File: src/rtl/udp_frame_scheduler.sv
// Decides when a frame leaves the AD sample buffer for the UDP TX path. A frame goes out
// when a full frame is buffered, or as a partial frame after the level sits idle. Then an inter-frame gap.
module udp_frame_scheduler #(
    parameter int FRAME_BYTES = 1024,
    parameter int MIN_BYTES   = 18,
    parameter int TIMEOUT_CYC = 125000,
    parameter int IFG_CYC     = 12,
    parameter int CNT_W       = 12
) (
    input  logic             clk,
    input  logic             rst_n,
    input  logic [CNT_W-1:0] fifo_rd_cnt,
    input  logic             tx_req,
    input  logic             tx_done,
    output logic             frame_tx_start,
    output logic [15:0]      rd_byte_num,
    output logic             busy,
    output logic             len_err,
    input  logic             err_clr
);
    typedef enum logic [1:0] {S_IDLE, S_START, S_SEND, S_GAP} state_t;

    localparam logic [31:0] FRAME_L  = 32'(FRAME_BYTES);
    localparam logic [31:0] MIN_L    = 32'(MIN_BYTES);
    localparam logic [31:0] TO_LAST  = (TIMEOUT_CYC > 0) ? 32'(TIMEOUT_CYC - 1) : 32'd0;
    localparam logic [31:0] IFG_LAST = (IFG_CYC > 0) ? 32'(IFG_CYC - 1) : 32'd0;

    state_t      state_q, state_d;
    logic [31:0] to_cnt_q, to_cnt_d;
    logic [31:0] gap_cnt_q, gap_cnt_d;
    logic [15:0] beat_q, beat_d, beat_inc;
    logic [15:0] rd_byte_num_q, rd_byte_num_d;
    logic        start_q, start_d;
    logic        busy_q, busy_d;
    logic        len_err_q, len_err_d;
    logic [31:0] level;

    assign level = 32'(fifo_rd_cnt);
    // Beat count as it stands including this cycle's request; saturates rather than wraps.
    assign beat_inc = (tx_req && beat_q != 16'hFFFF) ? beat_q + 16'd1 : beat_q;

    always_comb begin
        state_d       = state_q;
        to_cnt_d      = to_cnt_q;
        gap_cnt_d     = gap_cnt_q;
        beat_d        = beat_q;
        rd_byte_num_d = rd_byte_num_q;
        start_d       = 1'b0;
        busy_d        = busy_q;
        len_err_d     = err_clr ? 1'b0 : len_err_q;
        case (state_q)
            S_IDLE: begin
                if (level >= FRAME_L) begin
                    rd_byte_num_d = 16'(FRAME_BYTES);
                    to_cnt_d      = 32'd0;
                    start_d       = 1'b1;
                    busy_d        = 1'b1;
                    state_d       = S_START;
                end else if (level >= MIN_L) begin
                    if (to_cnt_q >= TO_LAST) begin
                        rd_byte_num_d = 16'(fifo_rd_cnt);
                        to_cnt_d      = 32'd0;
                        start_d       = 1'b1;
                        busy_d        = 1'b1;
                        state_d       = S_START;
                    end else begin
                        to_cnt_d = to_cnt_q + 32'd1;
                    end
                end else begin
                    to_cnt_d = 32'd0;
                end
            end
            S_START: state_d = S_SEND;
            S_SEND: begin
                beat_d = beat_inc;
                if (tx_done) begin
                    if (beat_inc != rd_byte_num_q) len_err_d = 1'b1;
                    beat_d    = 16'd0;
                    gap_cnt_d = 32'd0;
                    state_d   = S_GAP;
                end
            end
            S_GAP: begin
                if (gap_cnt_q >= IFG_LAST) begin
                    gap_cnt_d = 32'd0;
                    busy_d    = 1'b0;
                    state_d   = S_IDLE;
                end else begin
                    gap_cnt_d = gap_cnt_q + 32'd1;
                end
            end
            default: state_d = S_IDLE;
        endcase
    end

    always_ff @(posedge clk or negedge rst_n) begin
        if (!rst_n) begin
            state_q       <= S_IDLE;
            to_cnt_q      <= 32'd0;
            gap_cnt_q     <= 32'd0;
            beat_q        <= 16'd0;
            rd_byte_num_q <= 16'(FRAME_BYTES);
            start_q       <= 1'b0;
            busy_q        <= 1'b0;
            len_err_q     <= 1'b0;
        end else begin
            state_q       <= state_d;
            to_cnt_q      <= to_cnt_d;
            gap_cnt_q     <= gap_cnt_d;
            beat_q        <= beat_d;
            rd_byte_num_q <= rd_byte_num_d;
            start_q       <= start_d;
            busy_q        <= busy_d;
            len_err_q     <= len_err_d;
        end
    end

    assign frame_tx_start = start_q;
    assign rd_byte_num    = rd_byte_num_q;
    assign busy           = busy_q;
    assign len_err        = len_err_q;
endmodule

File: config.mk
export PLATFORM = sky130hd
export DESIGN_NAME = udp_frame_scheduler
export DESIGN_NICKNAME = d
export VERILOG_FILES = /design/src/rtl/udp_frame_scheduler.sv
export SDC_FILE = /design/constraint.sdc
export NUM_CORES = 1
export LEC_CHECK = 0
export BUFFER_PORTS_ARGS = -buffer_cell sky130_fd_sc_hd__buf_2
export CAP_MARGIN = 5
export CORE_AREA = 2 2 102 104
export CTS_CLUSTER_DIAMETER = 80
export DETAILED_ROUTE_END_ITERATION = 8
export DIE_AREA = 0 0 104 106
export GPL_TIMING_DRIVEN = 0
export PLACE_DENSITY = 0.72
export SKIP_CTS_REPAIR_TIMING = 1
export SLEW_MARGIN = 20
export SYNTH_ARGS = -nofsm -noshare
export SYNTH_HDL_FRONTEND = slang
export SYNTH_SLANG_ARGS = --single-unit
File: constraint.sdc
create_clock -name clk -period 3.3 [get_ports clk]
set_clock_uncertainty 0.2 [all_clocks]
set_input_delay 0.165 -clock clk [delete_from_list [all_inputs] [get_ports clk]]
set_output_delay 0.165 -clock clk [all_outputs]
set_load 0.02 [all_outputs]
# Word level (Yosys, flattened, before mapping)
# Cells that the tools add are included.
[word_totals]
inputBits = 17
elab_cells = 64
reg_bits = 101
[op_classes]
n_lt_le_gt_ge = 4
reduce_logical = 10
n_eq_ne = 9
n_mux = 30
n_addsub = 3
[op_table]
columns = ["op", "count"]
rows = [
  ["two-way mux 32 bit", 5],
  ["two-way mux 16 bit", 5],
  ["adder 32 x 1 -> 32 bit, second input constant", 2],
  ["case mux 32 bit (2 select lines)", 1],
  ["greater-or-equal comparator 32 x 17 -> 1 bit, second input constant", 1],
  ["greater-or-equal comparator 32 x 4 -> 1 bit, second input constant", 1],
  ["adder 16 x 1 -> 16 bit, second input constant", 1],
  ["inequality test 16 bit", 1],
  ["inequality test 16 bit, second input constant", 1],
  ["greater-or-equal comparator 12 x 11 -> 1 bit, second input constant", 1],
  ["greater-or-equal comparator 12 x 5 -> 1 bit, second input constant", 1],
  ["two-way mux 1 bit", 12],
  ["two-way mux 2 bit", 5],
  ["case mux 2 bit (4 select lines)", 1],
  ["AND reduction 4 bit", 2],
  ["nonzero test 2 bit", 4],
  ["inequality test 3 bit, second input constant", 2],
  ["equality test 2 bit, second input constant", 2],
  ["inequality test 2 bit, second input constant", 2],
  ["AND reduction 3 bit", 1],
  ["equality test 2 x 1 -> 1 bit, second input constant", 1],
  ["logical NOT 2 bit", 1],
  ["case mux 1 bit (2 select lines)", 1],
  ["AND reduction 2 bit", 1],
  ["logical AND 1 bit", 1],
]

# Depth between registers and ports, before layout
# Gate-level depths: netlist (run 1).
[logic_depth]
depth_word = 7
mapped_depth = 10
mapped_depth_nobuf = 8

# Least setup slack after synthesis (run 1)
# No wires, ideal clock.
[synth_timing]
path_type = "register to register"
startpoint = "reg beat_q[1]"
endpoint = "reg len_err_q, in the netlist len_err"
t_arrival_ns = 2.264
setup_slack_ns = 0.697
path_buffers = 0
stages_incl_launch_ff = 8
t_required_ns = 2.960
synth_period_minus_slack_ns = 2.603
cell_sequence = "dfrtp_1 -> ha_1 -> nand4_1 -> or4_1 -> and3_1 -> xnor2_1 -> a2111oi_0 -> a31oi_1"
[synth_via]
elab_chain_cells = 7
[synth_lines]
columns = ["element", "line_no", "rtl"]
rows = [
  ["from (decl)", "31", "logic [15:0] beat_q, beat_d, beat_inc;"],
  ["from (signal assigned)", "110", "beat_q <= beat_d;"],
  ["branches (longest 2 deep; another with adder 16 x 1 -> 16 bit)", "n/a", ""],
  ["two-way mux 16 bit (*)", "40", "assign beat_inc = (tx_req && beat_q != 16'hFFFF) ? beat_q + 16'd1 : beat_q;"],
  ["inequality test 16 bit (*)", "77", "if (beat_inc != rd_byte_num_q) len_err_d = 1'b1;"],
  ["two-way mux 1 bit (*)", "77", ""],
  ["two-way mux 1 bit (*)", "76", "if (tx_done) begin"],
  ["two-way mux 1 bit (*)", "51", "case (state_q)"],
  ["via len_err_d", "35", "logic len_err_q, len_err_d;"],
  ["to (signal assigned)", "114", "len_err_q <= len_err_d;"],
  ["to (decl)", "35", ""],
]
# Mark *: on every way through the listed nets, which the timed path passes.
# A chain may end at the register's enable or synchronous reset.

# Final worst setup path (run 1)
# Ends and elaborated chain as after synthesis.

==> reports/metrics.csv, run 1 <==
metric,value,unit
synth_async_sr_flop_share,100,%
final_layout_size_suffix_gt1_share,12.7,%
grt_pass1_vias,4257,
top_layer,met4,
fin_crit_sh,92.2,%
r2r_slack,0.26,ns
cts.clk_slew.worst_paths,0.10,ns
first_pass_iters,7,
synth_cells,577,
dp_cells,746,
io_pins,36,
yosysTopAreaCellShare,45.3,%
io_buffers,29,
grt_pass1_wl,20.7,mm
grt_max_degree,79,
routed_wirelength,12.3,mm
layout_min_cycle_time,3.04,ns
drc,0,
final_common_cell,dfrtp_1,
gp_congestion,0.940,
synth_edf_count,0,
crit_start,beat_q[1],
fmax,0.329,GHz
yosysSeqAreaShare,45.8,%
antenna_found_initial,0,
coreArea,10000,um2
wl_met2,5.69,mm
yosysWarnings,0,
final_nets,658,
leakage,2.78,nW
wl_per_cell,15.9,um
met3_length,708,um
yosysTopAreaCell,dfrtp_1,
r2r-start,beat_q[1],
synth_flop_cell,dfrtp_1,
rsz0062_at_grt,false,
grt_usage,23.1,%
r2r_cells,8,
critPathCaptureType,flip-flop,
dr.first_iter.drc_count,263,
hold_path.class,primary input to flip-flop,
final_cell_mix,"dfrtp_1 (96), nor2_1 (67), nand2_1 (51)",
wl_met1,5.70,mm
synth.distinct_cells,68,
cts_tree,yes,
insertion_delay,0.37,ns
rows,37,
synthesis.area,5310,um2
die_w,104,um
power_density,566,nW/um2
drv_cap,0,
viasPerCell,5.89,
total_power,3.40,mW
synth.area.top_cells,"dfrtp_1 (45%), nor2_1 (4.7%), nand2_1 (3.6%)",
outcome,completed,
worstPathRequired,3.35,ns
die_area,11000,um2
crit_fanout,10,
diodes,0,
fp.dieH,106,um
worst_slew_pin_slew,0.906,ns
timing.setup.tns,0,ns
r2r_end,len_err,
dpl.hpwl,8.50,mm
grt_overflow,0,
cts.sinks,97,
vias,4569,
cts_buffers,9,
setup_viol,0,
initial_core_util,53.1,%
clockBufferDepth,2,
slew_viol_final,0,
final_cells,776,
post-route-util,60.0,%
ir_drop,264,uV
start_kind,flip-flop,
syn_area_per_cell,9.20,um2
ys_ff_latch,97,
syn_to_final_growth,13.0,%
path_class,flip-flop to flip-flop,
endpoint,len_err,
final_hold_viol_count,0,
holdPathStages,4,
h-tree-depth,3,
ant_nets,0,
worst-endpoint-arrival,3.09,ns
cts-root-buf,clkbuf_8,
maxSlewHeadroom,39.0,%
-- power by group --
group	switching, mW	leakage [nW]	internal [mW]
sequential	0.133	1.33	1.31
combinational	0.759	1.36	0.448
clock	0.444	0.0937	0.303
-- cell type report --
class | instances | area (um2)
Clock buffer | 10 | 138
Tap cell | 136 | 170
Sequential cell | 97 | 2430
Multi-Input combinational cell | 429 | 2650
Buffer | 35 | 170
Inverter | 19 | 71.3
Timing Repair Buffer | 44 | 319
Clock inverter | 6 | 47.5
Fill cell | 875 | 4000
-- metrics by stage --
stage / hold WS [ns] / worst slack (ns) / cell area [um2]
2_1_floorplan: -0.331 / 0.697 / 5320
5_1_grt: 0.103 / 0.0424 / 6000
4_1_cts: -0.593 / 0.0388 / 5850
3_5_place_dp: -0.176 / 0.0879 / 5670
3_3_place_gp: 0.217 / 0.0472 / 5630
6_report: 0.0794 / 0.258 / 6000
-- cells by family (layout without fill, tap and decap cells) --
logic type	Yosys count	count (layout)	synth area share, %
mux	11	11	2.17
flops	97	97	45.8
xor+xnor	16	16	2.64
buf+inv	54	114	4.55
fa+ha+maj	6	6	1.41
compound gates	128	128	16.4
simple gates	264	264	27.0
other cells	1	4	0.0707
-- flip-flops by register name, summed over array words and instances (netlist names) --
register,flops
beat_q,16
busy,1
gap_cnt_q,32
rd_byte_num,12
frame_tx_start,1
state_q,2
len_err,1
to_cnt_q,32
-- worst min-delay path by stage --
stage	start	endpoint	slack (ns)
after floorplan	rst_n	beat_q[0]	-0.33
after global placement	fifo_rd_cnt[0]	rd_byte_num[0]	0.22
after detailed placement	rst_n	to_cnt_q[23]	-0.18
after CTS	rst_n	to_cnt_q[24]	-0.59
after global routing	tx_done	beat_q[2]	0.10
final	fifo_rd_cnt[11]	rd_byte_num[1]	0.08
-- cells in the mapped netlist (3+ instances only) --
cell type,number
or4_1,4
and3_1,11
a21oi_1,17
a21o_1,13
o211ai_1,4
clkbuf_1,15
nor3b_1,7
xor2_1,5
nand2_1,51
nand4_1,15
o21ai_0,36
a41oi_1,5
and2_1,4
and4_1,3
nor3_1,14
ha_1,6
buf_2,13
nor2_1,67
nor2b_1,20
xnor2_1,11
a31oi_1,12
nand2b_1,4
nand4b_1,5
a22o_1,5
buf_4,6
o31ai_1,4
dfrtp_1,96
nand3_1,22
a21bo_2,5
mux2i_1,9
nor4_1,19
or3_1,8
inv_1,18
-- critical path, stage by stage (launching register included) --
cell and delay, ns:
dfrtp_1 0.49, ha_1 0.29, nand4_1 0.25, nor4_4 0.46, clkbuf_1 0.40, nor3_1 0.21, mux2i_1 0.16, nor4_1 0.32
a31oi_1 0.13
-- layer usage --
layer / track usage, % / up-vias
li1: - / 2203
met3: 5.46 / 13
met4: 8.11 / 0
met5: 0 / -
met2: 35.7 / 137
met1: 32.0 / 2216
Note: power is estimated with default switching activity, not from simulation.
==> inputs of run 2 (changes only) <==
- BUFFER_PORTS_ARGS: -buffer_cell sky130_fd_sc_hd__buf_2 -> -buffer_cell sky130_fd_sc_hd__buf_4
==> run 2 against run 1 <==
- register-to-register slack lost 0.09 ns
- critical path depth shrank 1
- clock power grew 3.7%
- wire length shrank 0.67%
- worst hold slack lost 0.012 ns
- fmax shrank 2.9%
==> reports/metrics.csv, run 2 (synthesis gave the netlist of run 1 again) <==
metric,value,unit,change
total_power,3.46,mW,+1.9%
switching_share,39.7,%,+0.39 points
ir_drop,238,uV,-10%
path_class,flip-flop to flip-flop,,
fp.dieH,106,um,unchanged
r2r_end,len_err,,
final_layout_size_suffix_gt1_share,12.4,%,-0.25 points
reg.largest.list,"gap_cnt_q (32), to_cnt_q (32), beat_q (16)",,
vias,4527,,-0.92%
final_common_cell,dfrtp_1,,
crit_fanout,7,,-3
busiest_layer,met2,,
diodes,0,,unchanged
io_buffers,29,,unchanged
use_met1,31.7,%,-0.23 points
hold_path.class,primary input to flip-flop,,
p_sw,1.37,mW,+2.9%
r2r_slack,0.17,ns,-0.09 ns
grt_pass1_vias,4251,,-0.14%
cts-root-buf,clkbuf_8,,
cts.clk_slew.worst_paths,0.11,ns,about the same
setup_slack,0.168,ns,-0.0900 ns
drv_cap,0,,unchanged
dr.first_iter.drc_count,264,,+0.38%
worst-endpoint-arrival,3.16,ns,+0.07 ns
internal-power,2.09,mW,+1.2%
io_pins,36,,unchanged
first_pass_iters,5,,-2
r2r_cells,7,,-1
place_ws,0.124,ns,+0.0364 ns
fmax,0.319,GHz,-2.9%
slew_viol_final,0,,unchanged
outcome,completed,,
initial_core_util,53.1,%,unchanged
cts.sinks,97,,unchanged
power_density,574,nW/um2,+1.4%
rows,37,,unchanged
h-tree-depth,3,,unchanged
cts_buffers,9,,unchanged
setup_viol,0,,unchanged
cts_tree,yes,,
coreArea,10000,um2,unchanged
leakage,2.78,nW,-0.16%
wl_per_cell,15.8,um,-0.28%
fin_crit_sh,94.9,%,+2.7 points
critPathCaptureType,flip-flop,,
final_cell_mix,"dfrtp_1 (96), nor2_1 (67), nand2_1 (51)",,
viasPerCell,5.86,,-0.53%
grt_pass1_wl,20.6,mm,-0.83%
grt_util_met2,35.9,%,+0.23 points
insertion_delay,0.37,ns,about the same
die_area,11000,um2,unchanged
start_kind,flip-flop,,
rsz0062_at_grt,false,,
worst_slew_pin_slew,0.932,ns,+0.0257 ns
crit_start,beat_q[1],,
drc,0,,unchanged
maxSlewHeadroom,37.3,%,-1.7 points
timing.setup.tns,0,ns,unchanged
nFillCells,873,,-0.23%
final_nets,655,,-0.46%
ant_nets,0,,unchanged
clkPwrFrac,22.4,%,+0.4 points
clockBufferDepth,2,,unchanged
die_w,104,um,unchanged
worstPathRequired,3.33,ns,-0.02 ns
routed_wirelength,12.2,mm,-0.67%
seqPwrFrac,41.8,%,-0.7 points
grt_max_degree,98,,+24%
layout_min_cycle_time,3.13,ns,+0.0900 ns
grt_usage,22.9,%,-0.17 points
post-route-util,60.3,%,+0.29 points
gp_congestion,0.945,,+0.49%
share_comb_of_total_power,35.8,%,+0.3 points
final_hold_viol_count,0,,unchanged
syn_to_final_growth,13.6,%,
r2r-start,beat_q[1],,
met3_usage,5.58,%,+0.12 points
grt_overflow,0,,unchanged
antenna_found_initial,0,,unchanged
endpoint,len_err,,
dpl.hpwl,8.47,mm,-0.38%
## run 2: changes by cell type in the layout (fill, tap and decap cells not counted), sizes merged
| cell | change |
|---|---|
| buf | -1 |
| clkbuf | -1 |
| dlygate4sd3 | -2 |
| inv | +1 |
## run 2: area by class of cell
type / instances / area [um2] / area share (%)
repair buffers: 41 / 342 / 5.67
multi-input cells: 429 / 2650 / 43.9
clock inverters: 7 / 72.6 / 1.20
plain buffers: 35 / 170 / 2.82
well taps: 136 / 170 / 2.82
clock buffers: 9 / 124 / 2.06
flip-flops and latches: 97 / 2430 / 40.3
inverters: 19 / 71.3 / 1.18
## run 2: worst min path at each step
stage | start | end | slack [ns] | depth (start not counted)
6_report | fifo_rd_cnt[11] | rd_byte_num[1] | 0.07 | 4
5_1_grt | fifo_rd_cnt[11] | rd_byte_num[1] | 0.07 | 4
4_1_cts | rst_n | to_cnt_q[25] | -0.30 | 1
3_5_place_dp | rst_n | to_cnt_q[25] | 0.12 | 1
3_3_place_gp | fifo_rd_cnt[0] | rd_byte_num[0] | 0.23 | 3
2_1_floorplan | rst_n | beat_q[0] | -0.33 | 0
## run 2: per-layer routing
metal	up-vias	routed length [um]	part of all wire (%)
li1	2207	-	-
met1	2183	5720	47
met2	122	5680	46
met3	15	678	5.5
met4	0	151	1.2
met5	-	0	0
## run 2: through the flow
stage / hold WS, ns / instance area [um2] / instances
floorplan: -0.331 / 5320 / 580
global placement: 0.228 / 5710 / 745
detailed placement: 0.124 / 5710 / 745
CTS: -0.298 / 5910 / 761
global route: 0.0651 / 6030 / 773
finish: 0.0676 / 6030 / 773
## run 2: power by group through the flow
stage                     Combinational (mW)  Sequential [mW]  Clock [mW]
after global routing                    1.38             1.47       0.853
after floorplan                        0.757             1.51           0
after global placement                  1.18             1.46           0
after CTS                               1.22             1.44       0.790
after detailed placement                1.21             1.46           0
final                                   1.24             1.44       0.775
## run 2: worst max-delay path: stages (launching register included)
cell and delay (ns):
dfrtp_1 0.48, ha_1 0.28, nand4_1 0.24, or4_1 0.69
and3_1 0.28, xnor2_1 0.14, a2111oi_1 0.50, a31oi_1 0.20
